==> config.mk <==
export PLATFORM = sky130hd
export DESIGN_NAME = reset_sequencer
export DESIGN_NICKNAME = d
export VERILOG_FILES = /design/src/rtl/reset_sequencer.sv
export SDC_FILE = /design/constraint.sdc
export NUM_CORES = 1
export LEC_CHECK = 0
export ABC_AREA = 1
export ABC_CLOCK_PERIOD_IN_PS = 3250
export CAP_MARGIN = 10
export CORE_MARGIN = 8
export CORE_UTILIZATION = 45
export CTS_BUF_LIST = sky130_fd_sc_hd__clkbuf_8
export CTS_CLUSTER_DIAMETER = 120
export DETAILED_ROUTE_END_ITERATION = 6
export SKIP_LAST_GASP = 1
export SYNTH_ARGS = -nofsm -noshare
export SYNTH_HDL_FRONTEND = slang
export SYNTH_SLANG_ARGS = --single-unit
==> constraint.sdc <==
create_clock -name clk_i -period 3.25 [get_ports clk_i]
set_input_delay 0.8125 -clock clk_i [delete_from_list [all_inputs] [get_ports clk_i]]
set_output_delay 0.8125 -clock clk_i [all_outputs]
set_load 0.01 [all_outputs]
==> src/rtl/reset_sequencer.sv <==
// Board reset sequencer: releases NUM_STAGES ordered resets once the PLLs are stably locked,
// the debounced button is up and no software request is pending. RESET_SEQUENCER_WDT_EN adds a RUN watchdog.
module reset_sequencer #(
  parameter int NUM_LOCKS          = 2,
  parameter int NUM_STAGES         = 3,
  parameter int MIN_HOLD           = 4,
  parameter int LOCK_STABLE_CYCLES = 64,
  parameter int STAGE_DELAY        = 16,
  parameter int DEBOUNCE_CYCLES    = 1000
`ifdef RESET_SEQUENCER_WDT_EN
  , parameter int WDT_CYCLES       = 1_000_000
`endif
) (
  input  logic                  clk_i,
  input  logic                  reset_n_i,
  input  logic [NUM_LOCKS-1:0]  pll_locked_i,
  input  logic                  btn_n_i,
  input  logic                  sw_reset_i,
  input  logic                  lost_lock_clr_i,
`ifdef RESET_SEQUENCER_WDT_EN
  input  logic                  wdt_kick_i,
  output logic                  wdt_fired_o,
`endif
  output logic [NUM_STAGES-1:0] reset_o,
  output logic                  ready_o,
  output logic                  lost_lock_o
);

  localparam int REL_MAX  = STAGE_DELAY * (NUM_STAGES - 1);
  localparam int HOLD_W   = (MIN_HOLD > 0) ? $clog2(MIN_HOLD + 1) : 1;
  localparam int STABLE_W = (LOCK_STABLE_CYCLES > 0) ? $clog2(LOCK_STABLE_CYCLES + 1) : 1;
  localparam int REL_W    = (REL_MAX > 0) ? $clog2(REL_MAX + 1) : 1;
  localparam int DEB_W    = (DEBOUNCE_CYCLES > 0) ? $clog2(DEBOUNCE_CYCLES + 1) : 1;

  typedef enum logic [1:0] {S_HOLD, S_WAIT_LOCK, S_RELEASE, S_RUN} state_t;

  logic [NUM_LOCKS-1:0]  r_lock_s1, r_lock_s2;
  logic                  r_btn_s1, r_btn_s2;
  logic                  r_btn_pressed;
  logic [DEB_W-1:0]      r_deb_cnt;
  state_t                r_state;
  logic [HOLD_W-1:0]     r_hold_cnt;
  logic [STABLE_W-1:0]   r_stable_cnt;
  logic [REL_W-1:0]      r_rel_cnt;
  logic [NUM_STAGES-1:0] r_reset;
  logic                  r_ready;
  logic                  r_lost_lock;

  logic                  w_btn_sample;
  logic                  w_all_locked;
  logic                  w_user_cause;
  logic                  w_wdt_fire;
  logic                  w_run_abort;
  logic                  w_to_hold;
  logic                  w_lost_set;
  logic [REL_W-1:0]      w_rel_next;

  // Asynchronous inputs are only used after two flops in the board clock domain.
  always_ff @(posedge clk_i) begin
    if (!reset_n_i) begin
      r_lock_s1 <= '0;
      r_lock_s2 <= '0;
      r_btn_s1  <= 1'b1;
      r_btn_s2  <= 1'b1;
    end else begin
      r_lock_s1 <= pll_locked_i;
      r_lock_s2 <= r_lock_s1;
      r_btn_s1  <= btn_n_i;
      r_btn_s2  <= r_btn_s1;
    end
  end

  assign w_btn_sample = ~r_btn_s2;

  always_ff @(posedge clk_i) begin
    if (!reset_n_i) begin
      r_btn_pressed <= 1'b0;
      r_deb_cnt     <= '0;
    end else if (w_btn_sample != r_btn_pressed) begin
      if (r_deb_cnt == DEB_W'(DEBOUNCE_CYCLES - 1)) begin
        r_btn_pressed <= w_btn_sample;
        r_deb_cnt     <= '0;
      end else begin
        r_deb_cnt <= r_deb_cnt + DEB_W'(1);
      end
    end else begin
      r_deb_cnt <= '0;
    end
  end

  assign w_all_locked = &r_lock_s2;
  assign w_user_cause = r_btn_pressed | sw_reset_i;
  assign w_run_abort  = w_user_cause | ~w_all_locked | w_wdt_fire;
  assign w_to_hold    = ((r_state == S_WAIT_LOCK) && w_user_cause) ||
                        (((r_state == S_RELEASE) || (r_state == S_RUN)) && w_run_abort);
  assign w_lost_set   = ((r_state == S_RELEASE) || (r_state == S_RUN)) && !w_all_locked;
  assign w_rel_next   = r_rel_cnt + REL_W'(1);

  always_ff @(posedge clk_i) begin
    if (!reset_n_i) begin
      r_state      <= S_HOLD;
      r_hold_cnt   <= '0;
      r_stable_cnt <= '0;
      r_rel_cnt    <= '0;
      r_reset      <= '1;
      r_ready      <= 1'b0;
    end else if (w_to_hold) begin
      r_state      <= S_HOLD;
      r_hold_cnt   <= '0;
      r_stable_cnt <= '0;
      r_rel_cnt    <= '0;
      r_reset      <= '1;
      r_ready      <= 1'b0;
    end else begin
      case (r_state)
        S_HOLD: begin
          if (w_user_cause) begin
            r_hold_cnt <= '0;
          end else if (r_hold_cnt == HOLD_W'(MIN_HOLD)) begin
            r_state      <= S_WAIT_LOCK;
            r_hold_cnt   <= '0;
            r_stable_cnt <= '0;
          end else begin
            r_hold_cnt <= r_hold_cnt + HOLD_W'(1);
          end
        end
        S_WAIT_LOCK: begin
          if (!w_all_locked) begin
            r_stable_cnt <= '0;
          end else if (r_stable_cnt == STABLE_W'(LOCK_STABLE_CYCLES - 1)) begin
            r_stable_cnt <= '0;
            r_rel_cnt    <= '0;
            r_reset[0]   <= 1'b0;
            if (NUM_STAGES == 1) begin
              r_state <= S_RUN;
              r_ready <= 1'b1;
            end else begin
              r_state <= S_RELEASE;
            end
          end else begin
            r_stable_cnt <= r_stable_cnt + STABLE_W'(1);
          end
        end
        S_RELEASE: begin
          r_rel_cnt <= w_rel_next;
          // Stages only ever clear here, so the release order stays monotonic.
          for (int k = 1; k < NUM_STAGES; k++) begin
            if (w_rel_next == REL_W'(STAGE_DELAY * k)) r_reset[k] <= 1'b0;
          end
          if (w_rel_next == REL_W'(REL_MAX)) begin
            r_state <= S_RUN;
            r_ready <= 1'b1;
          end
        end
        S_RUN: begin
          r_ready <= 1'b1;
        end
        default: begin
          r_state <= S_HOLD;
          r_reset <= '1;
          r_ready <= 1'b0;
        end
      endcase
    end
  end

  always_ff @(posedge clk_i) begin
    if (!reset_n_i)           r_lost_lock <= 1'b0;
    else if (w_lost_set)      r_lost_lock <= 1'b1;
    else if (lost_lock_clr_i) r_lost_lock <= 1'b0;
  end

`ifdef RESET_SEQUENCER_WDT_EN
  localparam int WDT_W = (WDT_CYCLES > 0) ? $clog2(WDT_CYCLES + 1) : 1;

  logic [WDT_W-1:0] r_wdt_cnt;
  logic             r_wdt_fired;

  assign w_wdt_fire = (r_state == S_RUN) && !wdt_kick_i && (r_wdt_cnt == WDT_W'(WDT_CYCLES - 1));

  always_ff @(posedge clk_i) begin
    if (!reset_n_i) begin
      r_wdt_cnt   <= '0;
      r_wdt_fired <= 1'b0;
    end else begin
      if ((r_state != S_RUN) || w_to_hold || wdt_kick_i) r_wdt_cnt <= '0;
      else                                                  r_wdt_cnt <= r_wdt_cnt + WDT_W'(1);
      if (w_wdt_fire)           r_wdt_fired <= 1'b1;
      else if (lost_lock_clr_i) r_wdt_fired <= 1'b0;
    end
  end

  assign wdt_fired_o = r_wdt_fired;
`else
  assign w_wdt_fire = 1'b0;
`endif

  assign reset_o     = r_reset;
  assign ready_o     = r_ready;
  assign lost_lock_o = r_lost_lock;

endmodule

After elaboration in Yosys (flattened, before gate mapping)
Index checks and enable logic that the tools add are counted.

Bits of input ports: 7. Bits in read-only memories: 0. Register bits after elaboration: 40. Latch bits: 0. Memories: 0. Word-level logic and storage cells: 82. Output and inout bits: 5. Bits in writable memories: 0.

Reduce and logical (&&, ||, !) cells: 23. Divide/modulo/power cells: 0. Magnitude comparators: 0. Bitwise gates (word level): 6. Shifts and indexed selects: 0. Muxes and demuxes: 20. Multiply operators: 0. Add/subtract/negate cells: 4. Equal/unequal tests: 14.

Operators by type and width (count): $mux 7 (4); $pmux 7 s2 (1); $mux 6 (2); $pmux 6 s2 (1); $add 10x1->10 const B (1); $eq 10x10->1 const B (1); $mux 2 (5); $reduce_and 2->1 (5); $reduce_bool 2->1 (4); $add 7x1->7 const B (1); $eq 7x6->1 const B (1); $add 6x1->6 const B (1); $eq 6x5->1 const B (1); $eq 6x6->1 const B (1); $mux 3 (2); $ne 2x2->1 const B (3); $pmux 2 s3 (1); $reduce_and 3->1 (2); $reduce_and 6->1 (1); $eq 2x2->1 const B (2); $ne 2x1->1 const B (2); $not 1->1 (4); $reduce_and 4->1 (1); $add 3x1->3 const B (1); other kinds (13) (19).

Depth between registers and ports, before layout
Depth after elaboration: 6. Gate-level depth with buffers: 11. Mapped depth without buffers: 11.

Worst setup path after synthesis
Ideal clock, no wire load.

Path kind: input to register. Start: input sw_reset_i. End: register r_rel_cnt[0]. Setup slack: 1.529 ns. Data required time: 3.171 ns. Arrival: 1.642 ns. Stages: 6. Library setup time: 0.079 ns. Buffers on the path: 1. Cell sequence: nor2_1 -> nand2_2 -> a21oi_4 -> inv_2 -> buf_6 -> a211oi_2.

Longest elaborated chain between the ends: 5. Elaborated cells on any way between the ends: 6. Those cells by class: bitwise: 2; reduce/logical: 4.

RTL lines: start, declared (RTL line 18) `input logic sw_reset_i,`; $or 1x1->1 (*) (RTL line 92) `assign w_user_cause = r_btn_pressed | sw_reset_i;`; $or 1x1->1 (RTL line 93) `assign w_run_abort = w_user_cause | ~w_all_locked | w_wdt_fire;`; $logic_and 1x1->1 (RTL line 95) `(((r_state == S_RELEASE) || (r_state == S_RUN)) && w_run_abort);`; $logic_or 1x1->1 (*) (RTL line 94) `assign w_to_hold = ((r_state == S_WAIT_LOCK) && w_user_cause) ||`; $reduce_or 2->1 (no source line) (*); end signal, assigned (RTL line 145) `r_rel_cnt <= w_rel_next;`; end, declared (RTL line 44) `logic [REL_W-1:0] r_rel_cnt;`.

Mark *: on every way between the ends. The rest lies on a longest branch, timed or not. A chain may end at the register's enable or synchronous reset.

Final worst setup path
Same ends and word-level chain as after synthesis.

==> flow_metrics.py <==
metrics = {
    "clocking": {
        "cts-root-buf": "clkbuf_8",
        "ctsResizeCount": 0,
        "cts.reportedPaths.clkPinSlew_ns": 0.07,
        "cts_buffers": 5,
        "htree_levels": 2,
        "cts_tree": "yes",
        "worstSkewPairLatency_ns": 0.29,
        "cts_sinks": 40,
        "cts_buffer_depth": 2,
        "cts_setup_buffers": 0,
        "holdBufCountCts": 0,
    },
    "detailed_routing": {
        "ant_nets": 0,
        "finalWirelength_mm": 3.45,
        "vias_per_cell": 4.76,
        "vias": 1571,
        "dr.pass1.iters": 4,
        "drc_errors": 0,
        "wl_per_cell_um": 10.5,
        "drt-initial-drc-count": 66,
    },
    "timing": {
        "hold_viol_final": 0,
        "maxSlewHeadroom_pct": 70.6,
        "fin_ws_ns": 1.26,
        "fin_setup_tns_ns": 0,
        "slew_violations": 0,
        "finalCriticalPeriod_ns": 1.99,
        "period_share_pct": 61.2,
        "setup_viol": 0,
        "rsz0062_at_grt": "false",
        "tightest_slew_ns": 0.439,
        "fmax_mhz": 503,
        "fin_skew_ns": 0.00922,
    },
    "floorplan": {
        "fp.dieH_um": 81.7,
        "die_w_um": 81.7,
        "std_cell_rows": 24,
        "ios": 12,
        "die-area_um2": 6670,
        "core_area_um2": 4260,
        "initial_core_util_pct": 45.5,
    },
    "cells_and_area": {
        "mostFrequentLayoutCells": "nand2_1 (46), dfxtp_1 (40), inv_1 (38)",
        "num_antenna_cells": 0,
        "final_nets": 295,
        "fin_cells": 330,
        "drive_gt1_share_pct": 9.35,
        "final_common_cell": "nand2_1",
        "fillers": 432,
        "area_growth_pct": 14.4,
    },
    "logic_synthesis": {
        "syn_inst": 261,
        "synth_edf_count": 0,
        "ys_warn_count": 0,
        "synth_nets": 279,
        "syn_avg_cell_area_um2": 7.44,
        "synth-seq-cells": 40,
        "netlist_area_um2": 1940,
        "synth-async-reset-ratio_pct": 0,
        "yosysSeqAreaShare_pct": 41.3,
        "yosys_most_used_dff": "dfxtp_1",
        "yosysUniqueCellTypes": 29,
    },
    "run": {
        "maxCapViolCount": 0,
    },
    "global_routing": {
        "overflow": 0,
        "grt_pass1_wl_mm": 6.04,
        "track_usage_pct": 11.6,
        "grt_max_degree": 13,
        "grt_pass1_vias": 1509,
        "antenna_found_initial": 0,
    },
    "critical_path": {
        "critPathMaxStageDelay_ns": 0.39,
        "path_cells": "clkdlybuf4s50_1 > nor2_1 > nand2_2 > a21oi_4 > inv_2 > a211oi_2",
        "critical_path_arrival_ns": 2.20,
        "cp-start-kind": "input pin",
        "critPathSlowestCell": "clkdlybuf4s50_1",
        "critPathMaxFanout": 11,
        "end_kind": "register",
        "rrSetupSlack_ns": 1.29,
        "critPathRequiredTime_ns": 3.46,
        "crit_family": "buffers and inverters",
        "critPathKind": "in2reg",
        "critPathBufInv": 2,
    },
    "pwr": {
        "power_w": 0.00114,
        "ir_worst_vdd_v": 0.000287,
        "power_density_nw_per_um2": 515,
        "p_leak_nw": 0.930,
    },
    "placement": {
        "place_hpwl_mm": 2.62,
        "portBuffers": 11,
        "place_inst": 322,
        "gp_congestion": 0.785,
        "post-place-ws_ns": 0.949,
    },
    "worst_hold_path": {
        "worstHoldPathType": "reg2reg",
    },
    "run_status": {
        "outcome": "complete, no violations",
    },
}
state kept, by name, indices dropped and copies added (netlist names):
name and count:
r_state 2, r_lock_s2 2, r_rel_cnt 6, r_btn_s2 1, r_stable_cnt 7, r_lock_s1 2
r_hold_cnt 3, ready_o 1, lost_lock_o 1, r_deb_cnt 10, r_btn_pressed 1, r_btn_s1 1
reset_o 3
final timing paths:
check	from	end	cells after the start
max	sw_reset_i	r_rel_cnt[0]	6
min	r_lock_s1[0]	r_lock_s2[0]	2
max reg2reg	r_state[0]	r_rel_cnt[0]	9
min reg2reg	r_lock_s1[0]	r_lock_s2[0]	2
report_power, final:
group / internal, W / leakage [nW] / switching, W / total, W
sequential: 0.000511 / 0.324 / 0.0000191 / 0.000530
combinational: 0.0000651 / 0.542 / 0.000110 / 0.000176
clock: 0.000271 / 0.0645 / 0.000166 / 0.000437
cell type report:
class / count / area (um2) / share of cell area, %
clock buffer: 7 / 96.3 / 4.34
clock inverter: 1 / 30.0 / 1.35
inverter: 45 / 169 / 7.61
multi-input combinational: 174 / 948 / 42.7
sequential: 40 / 801 / 36.1
tap: 52 / 65.1 / 2.93
timing repair buffer: 11 / 110 / 4.96
cells by family (layout without fill, tap and decap cells):
family          count (synthesis)  in the layout  share of synthesized area [%]
fa+ha+maj                      11             11                           7.09
buf+inv                        47             64                           9.86
simple gates                  116            116                           25.9
compound gates                 43             43                           14.1
xor+xnor                        4              4                           1.81
flops                          40             40                           41.3
worst register-to-register path, cell delays in order, from the launching register on:
cell and delay, ns:
dfxtp_1 0.42, inv_1 0.09, ha_1 0.36, nor2_4 0.17, inv_2 0.04, nand2_2 0.06, nand2_2 0.06, a21oi_4 0.29
inv_2 0.18, a211oi_2 0.21
through the flow:
stage          hold slack [ns]  utilization [%]  area, um2
2_1_floorplan            0.390                -       1940
4_1_cts                  0.421             52.1       2220
5_1_grt                  0.438             52.1       2220
3_3_place_gp             0.402             49.1       2090
3_5_place_dp             0.402             49.1       2090
6_report                 0.418             52.1       2220
synth_stat cells, types with 2 or more instances:
library cell	number	area (um2)
dfxtp_1	40	801
nand3_1	18	90.1
inv_1	38	143
a31oi_1	2	12.5
nor3_1	3	15.0
a211oi_2	2	25.0
o21ai_0	3	15.0
nand4_1	4	25.0
a22oi_1	2	15.0
nand2_2	2	12.5
nand2_1	46	173
inv_2	7	26.3
or2_2	2	12.5
o21a_1	2	15.0
ha_1	11	138
o21ai_1	8	40.0
xor2_1	4	35.0
nor2_1	37	139
a21oi_1	18	90.1
o21bai_1	2	15.0
buf_6	2	22.5
layer usage:
layer | GRT usage [%] | share of wire [%] | vias up
met5 | 0 | 0 | -
met4 | 4.21 | 0.61 | 0
met3 | 5.03 | 4.2 | 2
met2 | 19.1 | 44 | 28
met1 | 13.2 | 51 | 681
li1 | - | - | 860
No activity file was read; power rests on OpenSTA's default activity.
